$ cat src/rtl/mem_sequencer.sv
// mem_sequencer: multi-cycle controller feeding the memory-access stage.
// Accepts one execute-stage transaction at a time and sequences it as
// direct load, indirect load, direct store, indirect store or a
// non-memory writeback. The memory-access stage is driven cycle by cycle.
// Indirect addressing is resolved here: the pointer word is captured and
// then reissued as a direct address, so M_Control is always 0.
//
// Ports:
//   clock, reset          single clock, synchronous active-high reset
//   ex_valid/ex_ready     transaction handshake from execute
//   ex_op, ex_addr,       0=NONE 1=LD 2=LDI 3=ST 4=STI (5-7 reserved),
//   ex_data, ex_dr, ex_wb effective address, store data or ALU result,
//                         destination register, NONE-writeback enable
//   memout                read data from the memory stage (same cycle)
//   mem_state             0=READ 1=READ_INDIR 2=WRITE 3=INIT
//   M_Control, M_Addr,    memory-stage control, address and store data
//   M_Data
//   wb_valid, wb_data,    one-cycle writeback beat to the register file
//   wb_dr
module mem_sequencer #(
   parameter int AW = 16,
   parameter int DW = 16,
   parameter int RW = 3
) (
   input  logic          clock,
   input  logic          reset,
   input  logic          ex_valid,
   output logic          ex_ready,
   input  logic [2:0]    ex_op,
   input  logic [AW-1:0] ex_addr,
   input  logic [DW-1:0] ex_data,
   input  logic [RW-1:0] ex_dr,
   input  logic          ex_wb,
   input  logic [DW-1:0] memout,
   output logic [1:0]    mem_state,
   output logic          M_Control,
   output logic [AW-1:0] M_Addr,
   output logic [DW-1:0] M_Data,
   output logic          wb_valid,
   output logic [DW-1:0] wb_data,
   output logic [RW-1:0] wb_dr
);

   typedef enum logic [2:0] {
      S_IDLE, S_RD, S_IND1, S_IND2, S_WR, S_WRI
   } state_t;

   localparam logic [2:0] OP_NONE = 3'd0;
   localparam logic [2:0] OP_LD   = 3'd1;
   localparam logic [2:0] OP_LDI  = 3'd2;
   localparam logic [2:0] OP_ST   = 3'd3;
   localparam logic [2:0] OP_STI  = 3'd4;

   state_t        state_q, state_d;
   logic [2:0]    op_q, op_d;
   logic [AW-1:0] addr_q, addr_d;
   logic [DW-1:0] data_q, data_d;
   logic [RW-1:0] dr_q, dr_d;
   logic [AW-1:0] ptr_q, ptr_d;
   logic          wb_valid_q, wb_valid_d;
   logic [DW-1:0] wb_data_q, wb_data_d;
   logic [RW-1:0] wb_dr_q, wb_dr_d;

   logic accept;

   assign ex_ready  = (state_q == S_IDLE) && !reset;
   assign accept    = ex_valid && ex_ready;
   assign M_Control = 1'b0;
   assign wb_valid  = wb_valid_q;
   assign wb_data   = wb_data_q;
   assign wb_dr     = wb_dr_q;

   // Next state and capture logic
   always_comb begin
      state_d    = state_q;
      op_d       = op_q;
      addr_d     = addr_q;
      data_d     = data_q;
      dr_d       = dr_q;
      ptr_d      = ptr_q;
      wb_valid_d = 1'b0;
      wb_data_d  = wb_data_q;
      wb_dr_d    = wb_dr_q;
      case (state_q)
         S_IDLE: if (accept) begin
            op_d   = ex_op;
            addr_d = ex_addr;
            data_d = ex_data;
            dr_d   = ex_dr;
            case (ex_op)
               OP_LD:  state_d = S_RD;
               OP_LDI: state_d = S_IND1;
               OP_ST:  state_d = S_WR;
               OP_STI: state_d = S_IND1;
               OP_NONE: if (ex_wb) begin
                  wb_valid_d = 1'b1;
                  wb_data_d  = ex_data;
                  wb_dr_d    = ex_dr;
               end
               default: ;  // reserved: consumed with no effect
            endcase
         end
         S_RD, S_IND2: begin
            wb_valid_d = 1'b1;
            wb_data_d  = memout;
            wb_dr_d    = dr_q;
            state_d    = S_IDLE;
         end
         S_IND1: begin
            // pointer word is a full-width address
            ptr_d   = memout[AW-1:0];
            state_d = (op_q == OP_STI) ? S_WRI : S_IND2;
         end
         S_WR, S_WRI: state_d = S_IDLE;
         default: state_d = S_IDLE;
      endcase
   end

   // Moore decode of memory-stage outputs
   always_comb begin
      mem_state = 2'd3;
      M_Addr    = '0;
      M_Data    = '0;
      case (state_q)
         S_RD:   begin mem_state = 2'd0; M_Addr = addr_q; end
         S_IND1: begin mem_state = 2'd1; M_Addr = addr_q; end
         S_IND2: begin mem_state = 2'd0; M_Addr = ptr_q;  end
         S_WR:   begin mem_state = 2'd2; M_Addr = addr_q; M_Data = data_q; end
         S_WRI:  begin mem_state = 2'd2; M_Addr = ptr_q;  M_Data = data_q; end
         default: ;
      endcase
   end

   always_ff @(posedge clock) begin
      if (reset) begin
         state_q    <= S_IDLE;
         op_q       <= '0;
         addr_q     <= '0;
         data_q     <= '0;
         dr_q       <= '0;
         ptr_q      <= '0;
         wb_valid_q <= 1'b0;
         wb_data_q  <= '0;
         wb_dr_q    <= '0;
      end else begin
         state_q    <= state_d;
         op_q       <= op_d;
         addr_q     <= addr_d;
         data_q     <= data_d;
         dr_q       <= dr_d;
         ptr_q      <= ptr_d;
         wb_valid_q <= wb_valid_d;
         wb_data_q  <= wb_data_d;
         wb_dr_q    <= wb_dr_d;
      end
   end

endmodule

$ cat config.mk
export PLATFORM = sky130hd
export DESIGN_NAME = mem_sequencer
export DESIGN_NICKNAME = d
export VERILOG_FILES = /design/src/rtl/mem_sequencer.sv
export SDC_FILE = /design/constraint.sdc
export NUM_CORES = 1
export LEC_CHECK = 0
export ABC_AREA = 1
export BUFFER_PORTS_ARGS = -buffer_cell sky130_fd_sc_hd__clkbuf_2
export CAP_MARGIN = 20
export CELL_PAD_IN_SITES_DETAIL_PLACEMENT = 1
export CELL_PAD_IN_SITES_GLOBAL_PLACEMENT = 1
export CORE_UTILIZATION = 35
export DETAILED_ROUTE_END_ITERATION = 8
export GPL_TIMING_DRIVEN = 0
export HOLD_SLACK_MARGIN = 0.02
export PLACE_DENSITY_LB_ADDON = 0.2
export SETUP_SLACK_MARGIN = 0.4
export SLEW_MARGIN = 0
export SYNTH_ARGS = -nofsm -noshare
export SYNTH_HDL_FRONTEND = slang
export SYNTH_SLANG_ARGS = --single-unit
$ cat constraint.sdc
create_clock -name clock -period 1.5 [get_ports clock]
set_input_delay 0.3 -clock clock [delete_from_list [all_inputs] [get_ports clock]]
set_output_delay 0.3 -clock clock [all_outputs]
set_load 0.01 [all_outputs]
==> run summary, run 1 <==
The flow ran to the end, but the final reports show violations. The checks that failed: negative setup slack. In this run the static leakage power is 2.93 nW.

For the worst-skew pair, the clock arrives at the later sink with an insertion delay of 0.38 ns. In this run the worst hold path is classified as input pin to flip-flop. CTS placed an instance of sky130_fd_sc_hd__clkbuf_8 at the clock tree root. The tools report the number of placement rows as 36. The via count of the first global-routing pass was 4380; the number of flops mapped to enable cells by yosys was 0.

Summing all non-filler instances in the final layout gives an area of 0.00691 mm^2. Setup repair after global routing could not meet its margin everywhere. After filler insertion, the fill cell instance count of the layout stands at 1081.

Sorting the synthesized cells by area gives the leading types as sky130_fd_sc_hd__dfxtp_1 (43%), sky130_fd_sc_hd__inv_1 (8.1%), sky130_fd_sc_hd__nand2_1 (7.9%), sky130_fd_sc_hd__a21oi_1 (7.3%), sky130_fd_sc_hd__nor2_1 (7.0%). The logs give -0.515 ns for the final worst slack and -38.16 ns for the total negative slack. The number of iterations in the first detailed-routing pass was 5. For the final database, setup skew stands at 0.0127 ns.

Area occupied by registers: 0.00158 mm^2. The largest area contributor in the synthesized netlist is sky130_fd_sc_hd__dfxtp_1. The first global-routing pass estimated 23.4 mm of wire. After synthesis, the netlist uses 30 different library cells.

The logs give 0.00358 mm^2 for the area of the mapped netlist and 0 for the yosys synthesis warning count. The die area is 0.0106 mm^2, and the average detailed-routed wire length per instance is 26.9 um. The area fraction of the dominant cell type after synthesis is 0.431. Summed over all layers, the global routing overflow is 0. The startpoint class of the critical path is a flip-flop. Power spread over the standard cell area amounts to 870 mW/mm^2.

In the routed design, unresolved DRC markers number 0. After the last flow step, the layout net total stands at 737. The final critical delay including setup and external delays was 2.01 ns.

The number of pins with negative max-slew slack in the final report is 0. The total routing usage reported by global routing is 0.301. The fraction of registers with async set/reset works out to 0. The layout-stage area growth over the synthesis result is 93.1%, and the achievable frequency is 496 MHz.

Sorting the synthesized cells by how often they occur yields sky130_fd_sc_hd__dfxtp_1 (77), sky130_fd_sc_hd__inv_1 (77), sky130_fd_sc_hd__nand2_1 (75). The run gives 0.00269 mm^2 as the multi-input logic area. The wire-length estimate of the detail-placed layout is 9.20 mm.

The post-detailed-route via-to-cell ratio was 5.62. At the end of routability-driven placement, the weighted congestion stood at 0.818. The count of endpoints failing hold in the final timing report is 0, and the number of I/O port buffers is 112. The total core area is 0.00982 mm^2, and the total of flip-flops plus latches after synthesis is 77.

Endpoint class of the critical path: an output port. Data arrives at the worst endpoint at 1.71 ns. Across the run, the number of max-cap violations was 0. The most used flip-flop cell after synthesis is sky130_fd_sc_hd__dfxtp_1. The tools report the total of endpoints with negative setup slack in the final report as 111.

Across the VDD grid, the largest voltage drop is 692 uV. For the initial core utilization, the log shows 0.364. The number of clock buffers inserted by TritonCTS was 9. The floorplan step set the die width to 103 um. For this design, the sink count on the clock tree is 77. 0 antenna diodes ended up in the layout. The number of antenna violations at the first check in global routing is 0, and the clock transition at the register clock pins on the worst setup and hold paths after CTS is 0.10 ns. The vertical die dimension is 103 um, and the largest net degree at the start of global routing is 13. The number of instances in the synthesized netlist came out at 503.

Averaged over all synthesized cells, the footprint is 7.11 um^2. For the net count after synthesis, the log shows 561. Once detail routing completed, the nets flagged for antenna violations numbered 0.

Type of the worst setup path: flip-flop to output port. The fraction of final layout cells sized beyond drive strength 1 was 0.627; the number of top-level pins was 114. Counting along the longest clock path gives a buffer depth of 2.

The tools report the register area share after synthesis as 0.431. In this run, the number of DRC markers left after iteration 0 of detailed routing was 176. The worst relative slew slack is 0.299.

TritonCTS built the clock tree. The final worst-path cycle share was 1.34; the CTS H-tree depth was 3. Wires add up to 22.0 mm. The transition time at the pin with the least slew margin came out at 1.05 ns. The placed standard-cell area is 0.00471 mm^2, and the maximum fanout along the worst path is 10.

The detailed router placed 4589 vias in this run. STA puts the critical path data required time at 1.20 ns. After clock tree synthesis, the flow added hold-fix buffers numbering 0.
## state kept, by name, indices dropped and copies added, names as in the netlist
name      flops
addr_q       16
data_q       16
dr_q          3
op_q          3
ptr_q        16
state_q       3
wb_data      16
wb_dr         3
wb_valid      1
## cells by family (layout without fill, tap and decap cells)
| logic type | count (synthesis) | after routing | share of synthesized area |
|---|---|---|---|
| AND/OR/NAND/NOR | 179 | 180 | 0.235 |
| flip-flops | 77 | 77 | 0.431 |
| AO/OA/AOI/OAI | 131 | 131 | 0.192 |
| other | 1 | 1 | 0.00105 |
| buffers and inverters | 115 | 295 | 0.141 |
## layout by cell type, fill, tap and decap left out, drive strengths merged
cell,count
a21oi,53
a22oi,1
buf,124
bufinv,1
clkbuf,85
clkdlybuf4s15,1
clkinv,1
clkinvlp,1
conb,1
dfxtp,77
inv,82
nand2,78
nand3,25
nand4,2
nor2,72
nor3,2
nor3b,1
o21a,1
o21ai,60
o22ai,16
## metal layers
layer | GRT usage | share of wire | up-vias
li1 | - | - | 1953
met1 | 0.338 | 0.39 | 2263
met2 | 0.550 | 0.49 | 267
met3 | 0.0549 | 0.062 | 106
met4 | 0.137 | 0.061 | 0
met5 | 0 | 0 | -
## through the flow
stage               hold slack, ns  std cells  power [mW]  setup WS, ns  utilization
finish                       0.169        817        6.01        -0.515        0.704
floorplan                    0.372        503        2.94         0.125            -
detailed placement           0.444        748        3.27        -0.165        0.480
global route                 0.167        817        6.14        -0.566        0.704
global placement             0.438        748        3.23        -0.100        0.480
CTS                          0.154        796        5.34        -0.443        0.592
## worst max-delay path: stages (launching register included)
cell	delay, ns
sky130_fd_sc_hd__dfxtp_4	0.38
sky130_fd_sc_hd__buf_6	0.12
sky130_fd_sc_hd__nand2_1	0.15
sky130_fd_sc_hd__nand3_4	0.15
sky130_fd_sc_hd__buf_8	0.19
sky130_fd_sc_hd__o22ai_2	0.19
sky130_fd_sc_hd__buf_2	0.16
## path summary, 6_finish.rpt
kind,start,cells after the start,endpoint,slack (ns)
max,state_q[2],6,M_Addr[2],-0.51
min,reset,2,wb_valid,0.17
max reg2reg,state_q[0],12,wb_data[14],-0.38
min reg2reg,addr_q[0],2,addr_q[0],0.50
## timing repair
action | 4_1_cts | 5_1_grt
cloned | 9 | 6
setup endpoints to repair | 132 | 132
buffers inserted | 23 | 15
resized for setup | 134 | 223
endpoints found under the hold margin | 0 | 0
pin swaps | 5 | 19
## layout make-up
type | instances | area share
Buffer | 32 | 0.0587
Clock buffer | 14 | 0.0266
Clock inverter | 2 | 0.00543
Inverter | 83 | 0.0480
Multi-Input combinational cell | 312 | 0.390
Sequential cell | 77 | 0.228
Tap cell | 133 | 0.0241
Timing Repair Buffer | 164 | 0.219
## power breakdown
| part | total (mW) | switching, mW | internal, mW |
|---|---|---|---|
| logic | 1.86 | 1.07 | 0.785 |
| registers | 2.29 | 0.0918 | 2.20 |
| clock network | 1.87 | 0.900 | 0.966 |
| total | 6.01 | 2.06 | 3.95 |
Note: power is estimated with default switching activity, not from simulation.
==> inputs of run 2 (changes only) <==
Settings changed: ABC_AREA 1 to 0, CORE_UTILIZATION 35 to 39, CTS_CLUSTER_DIAMETER set to 30, PLACE_DENSITY set to 0.88, PLACE_DENSITY_LB_ADDON 0.2 to not set.
==> run summary, run 2 <==
The tools report the via count of the first global-routing pass as 4182 (was 4380). The most frequently used flop master after synthesis is sky130_fd_sc_hd__dfxtp_1 (unchanged). Power density relative to cell area: 809 mW/mm^2 (was 870 mW/mm^2). The most frequent standard cell in the layout excluding fill and tap cells was sky130_fd_sc_hd__buf_6 (was sky130_fd_sc_hd__inv_1). Number of sinks on the clock net: 77 (unchanged). The average detailed-routed wire length per instance is 27.8 um (was 26.9 um), and the vertical die dimension is 102 um (was 103 um). The routed metal-1 wirelength is 7.97 mm (was 8.57 mm), and the wire length on met3 is 1.16 mm (was 1.37 mm). The logs give 1029 (was 1081) for the filler cell count and 0.396 (was 0.431) for the register area share after synthesis.

The tools report the worst relative slew slack as 0.532 (was 0.299). The tools report the insertion delay of the later-clocked pin in the worst-skew pair as 0.39 ns (was 0.38 ns). The tools report the number of pins with negative max-slew slack in the final report as 0 (unchanged). The logs give 37 (was 30) for the count of distinct cell types in the synthesized netlist and 1.20 ns (about the same) for the data required time at the worst endpoint.

The cell count of the worst hold path is 2 (unchanged). The post-detailed-route via-to-cell ratio came out at 5.75 (was 5.62). The tools report the library cell used as clock root buffer as sky130_fd_sc_hd__clkbuf_8 (unchanged).

Setup repair after global routing could not meet its margin everywhere. Violated checks: negative setup slack (unchanged). The logs give 2 (unchanged) for the maximum buffer depth of the clock tree and 0 (unchanged) for the DRC violation count after routing. The placed standard-cell area is 0.00487 mm^2 (was 0.00471 mm^2), and the post-layout instance count excluding filler cells is 712 (was 817).

The area occupied by registers was 0.00158 mm^2 (about the same). The worst IR drop on VDD was 816 uV (was 692 uV). Top library cells by usage in the layout, fill and taps aside: sky130_fd_sc_hd__buf_6 (66), sky130_fd_sc_hd__clkbuf_2 (59), sky130_fd_sc_hd__dfxtp_1 (54) (was sky130_fd_sc_hd__inv_1 (75), sky130_fd_sc_hd__nand2_1 (72), sky130_fd_sc_hd__clkbuf_2 (61)). Maximum fanout along the worst path: 10 (unchanged). The fraction of final layout cells sized beyond drive strength 1 was 0.627 (about the same). The total routing usage reported by global routing was 0.317 (was 0.301). The logs give 36 (unchanged) for the number of placement rows and 0.400 (was 0.364) for the initial core utilization.

The transition time at the pin with the least slew margin came out at 0.703 ns (was 1.05 ns). Starting DRC count in detailed routing: 190 (was 176). The final worst-path cycle share works out to 1.34 (about the same).

The logs give 632 (was 737) for the final layout net count and 1.71 ns (about the same) for the data arrival time of the worst path. The worst min-delay path class was input pin to flip-flop (unchanged). The post-detailed-placement half-perimeter wirelength was 9.24 mm (was 9.20 mm). Critical register-to-register path startpoint: state_q[1] (was state_q[0]). The type of the worst setup path was flip-flop to output port (unchanged). Routability congestion estimate: 0.870 (was 0.818). The total of flip-flops plus latches after synthesis is 77 (unchanged), and the clock transition at the register clock pins on the worst setup and hold paths after CTS is 0.10 ns (about the same). The total leakage power was 2.88 nW (was 2.93 nW).

Leading cell types by count after synthesis: sky130_fd_sc_hd__dfxtp_1 (77), sky130_fd_sc_hd__nand2_1 (52), sky130_fd_sc_hd__nor2b_1 (41) (was sky130_fd_sc_hd__dfxtp_1 (77), sky130_fd_sc_hd__inv_1 (77), sky130_fd_sc_hd__nand2_1 (75)). Remaining global-route overflow: 0 (unchanged). The number of I/O port buffers came out at 112 (unchanged). The number of placed cells counting well taps is 641 (was 748), and the clock skew is 0.0190 ns (was 0.0127 ns).

The cell that appears most often on the critical path is sky130_fd_sc_hd__nor2b_4. The number of instances in the synthesized netlist is 396 (was 503), and the first-pass GRT wire length is 23.8 mm (was 23.4 mm). The reported max-cap violation count came out at 0 (unchanged). Cell with the largest stage delay on the worst path: sky130_fd_sc_hd__dfxtp_4 (unchanged). The tools report the total core area as 0.00973 mm^2 (was 0.00982 mm^2). Horizontal extent of the die: 102 um (was 103 um).

The run gives 4095 (was 4589) as the vias after detailed routing. The area fraction of the dominant cell type after synthesis is 0.396 (was 0.431). Top metal layer carrying routed signals: met4 (unchanged). The layout-stage area growth over the synthesis result came out at 68.0% (was 93.1%). The largest area contributor in the synthesized netlist was sky130_fd_sc_hd__dfxtp_1 (unchanged). The achievable frequency was 497 MHz (was 496 MHz). The largest net degree at the start of global routing was 13 (unchanged); the number of cells on the critical path was 6 (unchanged).

The family of cells with the greatest summed delay on the critical path was buffers and inverters (unchanged). The startpoint class of the critical path is a flip-flop (unchanged). The run gives -0.514 ns (was -0.515 ns) as the final worst slack. The depth of the worst register-to-register path is 7 (was 12), and the average footprint of a synthesized cell is 9.83 um^2 (was 7.11 um^2). The met2 wire length was 9.76 mm (was 10.7 mm). The tools report the CTS H-tree depth as 3 (unchanged). The most common cell in the synthesized netlist is sky130_fd_sc_hd__dfxtp_1.

The tools report the multi-input logic area as 0.00274 mm^2 (was 0.00269 mm^2). Leading post-synthesis cells by cell area: sky130_fd_sc_hd__dfxtp_1 (40%), sky130_fd_sc_hd__mux2i_1 (9.0%), sky130_fd_sc_hd__mux2_4 (7.3%), sky130_fd_sc_hd__nor2b_1 (6.6%), sky130_fd_sc_hd__mux2_1 (5.2%) (was sky130_fd_sc_hd__dfxtp_1 (43%), sky130_fd_sc_hd__inv_1 (8.1%), sky130_fd_sc_hd__nand2_1 (7.9%), sky130_fd_sc_hd__a21oi_1 (7.3%), sky130_fd_sc_hd__nor2_1 (7.0%)). The total of endpoints with negative setup slack in the final report was 111 (unchanged).

The final standard cell area without fillers is 0.00654 mm^2 (was 0.00691 mm^2), and the net count after synthesis is 454 (was 561). The run finished, with violations left. The number of iterations in the first detailed-routing pass is 4 (was 5).

The total negative slack was -35.10 ns (was -38.16 ns). The endpoint class of the critical path is an output port (unchanged). The number of flops mapped to enable cells by yosys is 0 (unchanged).

The final critical delay including setup and external delays is 2.01 ns (about the same). The yosys synthesis warning count was 0 (unchanged); the total length of routed wires was 19.8 mm (was 22.0 mm). For the number of clock buffers inserted by TritonCTS, the log shows 9 (unchanged). TritonCTS built the clock tree. The sum of buffers and inverters on the critical path was 3 (unchanged).

The critical hold path startpoint was ex_addr[6] (was reset). The fraction of registers with async set/reset came out at 0 (unchanged). The remaining antenna violation count after routing is 0 (unchanged), and the count of endpoints failing hold in the final timing report is 0 (unchanged). The area of the mapped netlist came out at 0.00389 mm^2 (was 0.00358 mm^2). End of the worst hold path: addr_q[6] (was wb_valid). The delay of the slowest critical-path stage was 0.38 ns (about the same); the number of top-level pins was 114 (unchanged).

Endpoint of the worst-slack reg-to-reg timing path: wb_data[7] (was wb_data[14]). Die area: 0.0104 mm^2 (was 0.0106 mm^2). The logs give -0.45 ns (was -0.38 ns) for the setup slack on the worst flop-to-flop path and 0 (unchanged) for the antenna cell count. Cells along the critical path: nor2b_4, nor2b_4, buf_6, buf_12, o2bb2ai_2, buf_2 (was buf_6, nand2_1, nand3_4, buf_8, o22ai_2, buf_2). The number of antenna violations at the first check in global routing came out at 0 (unchanged).
==> run 2: cell count changes after synthesis, sizes merged, moves of 37 or more <==
| cell | delta |
|---|---|
| a21oi | -37 |
| inv | -80 |
| mux2 | +37 |
| nor2 | -65 |
| nor2b | +41 |
| o21ai | -58 |
==> run 2: per-stage QoR <==
step / setup WS (ns) / hold slack [ns] / power [mW] / utilization
CTS: -0.415 / 0.145 / 4.95 / 0.587
global route: -0.525 / 0.138 / 5.40 / 0.672
detailed placement: -0.230 / 0.460 / 2.91 / 0.500
global placement: -0.205 / 0.450 / 2.88 / 0.500
finish: -0.514 / 0.129 / 5.29 / 0.672
floorplan: 0.104 / 0.425 / 2.67 / -
==> run 2: kinds of logic (layout without fill, tap and decap cells) <==
logic type             after synthesis  after routing  synth area share
AND/OR/NAND/NOR                    148            148             0.221
flip-flops                          77             77             0.396
multiplexers                        72             72             0.215
AO/OA/AOI/OAI                       59             59             0.111
buffers and inverters               37            220            0.0521
XOR/XNOR                             2              2           0.00450
other                                1              1          0.000963
==> run 2: where the power goes <==
group / internal (mW) / switching (mW)
logic: 0.500 / 0.486
clock network: 1.15 / 0.898
registers: 2.15 / 0.102
==> run 2: area by class of cell <==
cell class,instances,share of cell area
Multi-Input combinational cell,282,0.419
Sequential cell,77,0.242
Timing Repair Buffer,167,0.214
Buffer,34,0.0614
Tap cell,133,0.0254
Clock buffer,12,0.0222
Clock inverter,4,0.0145
Inverter,3,0.00172
==> run 2: timing repair <==
action	4_1_cts	5_1_grt
cloned	6	2
hold buffers	0	0
setup buffers	26	21
endpoints found under the setup margin	132	132
gates resized for setup	80	208
hold endpoints to repair	0	0
pin swaps	8	34
==> run 2: worst max path at each step <==
stage | from | endpoint
after detailed placement | reset | ptr_q[3]
final | state_q[0] | M_Addr[12]
after global routing | state_q[0] | M_Addr[12]
after CTS | state_q[2] | ex_ready
after global placement | reset | wb_valid
after floorplan | state_q[1] | addr_q[0]
==> run 2: layer usage <==
| layer | global-route usage | up-vias |
|---|---|---|
| met3 | 0.0684 | 63 |
| met2 | 0.564 | 234 |
| met4 | 0.168 | 0 |
| met1 | 0.353 | 2068 |
| li1 | - | 1730 |
| met5 | 0 | - |
==> run 2: worst reg2reg max path, stage by stage, from the launching register on <==
cell and delay, ns:
sky130_fd_sc_hd__dfxtp_4 0.37, sky130_fd_sc_hd__buf_12 0.15, sky130_fd_sc_hd__buf_6 0.11, sky130_fd_sc_hd__buf_6 0.12, sky130_fd_sc_hd__nor4b_4 0.33, sky130_fd_sc_hd__a41oi_4 0.28, sky130_fd_sc_hd__buf_6 0.25, sky130_fd_sc_hd__mux2i_1 0.24
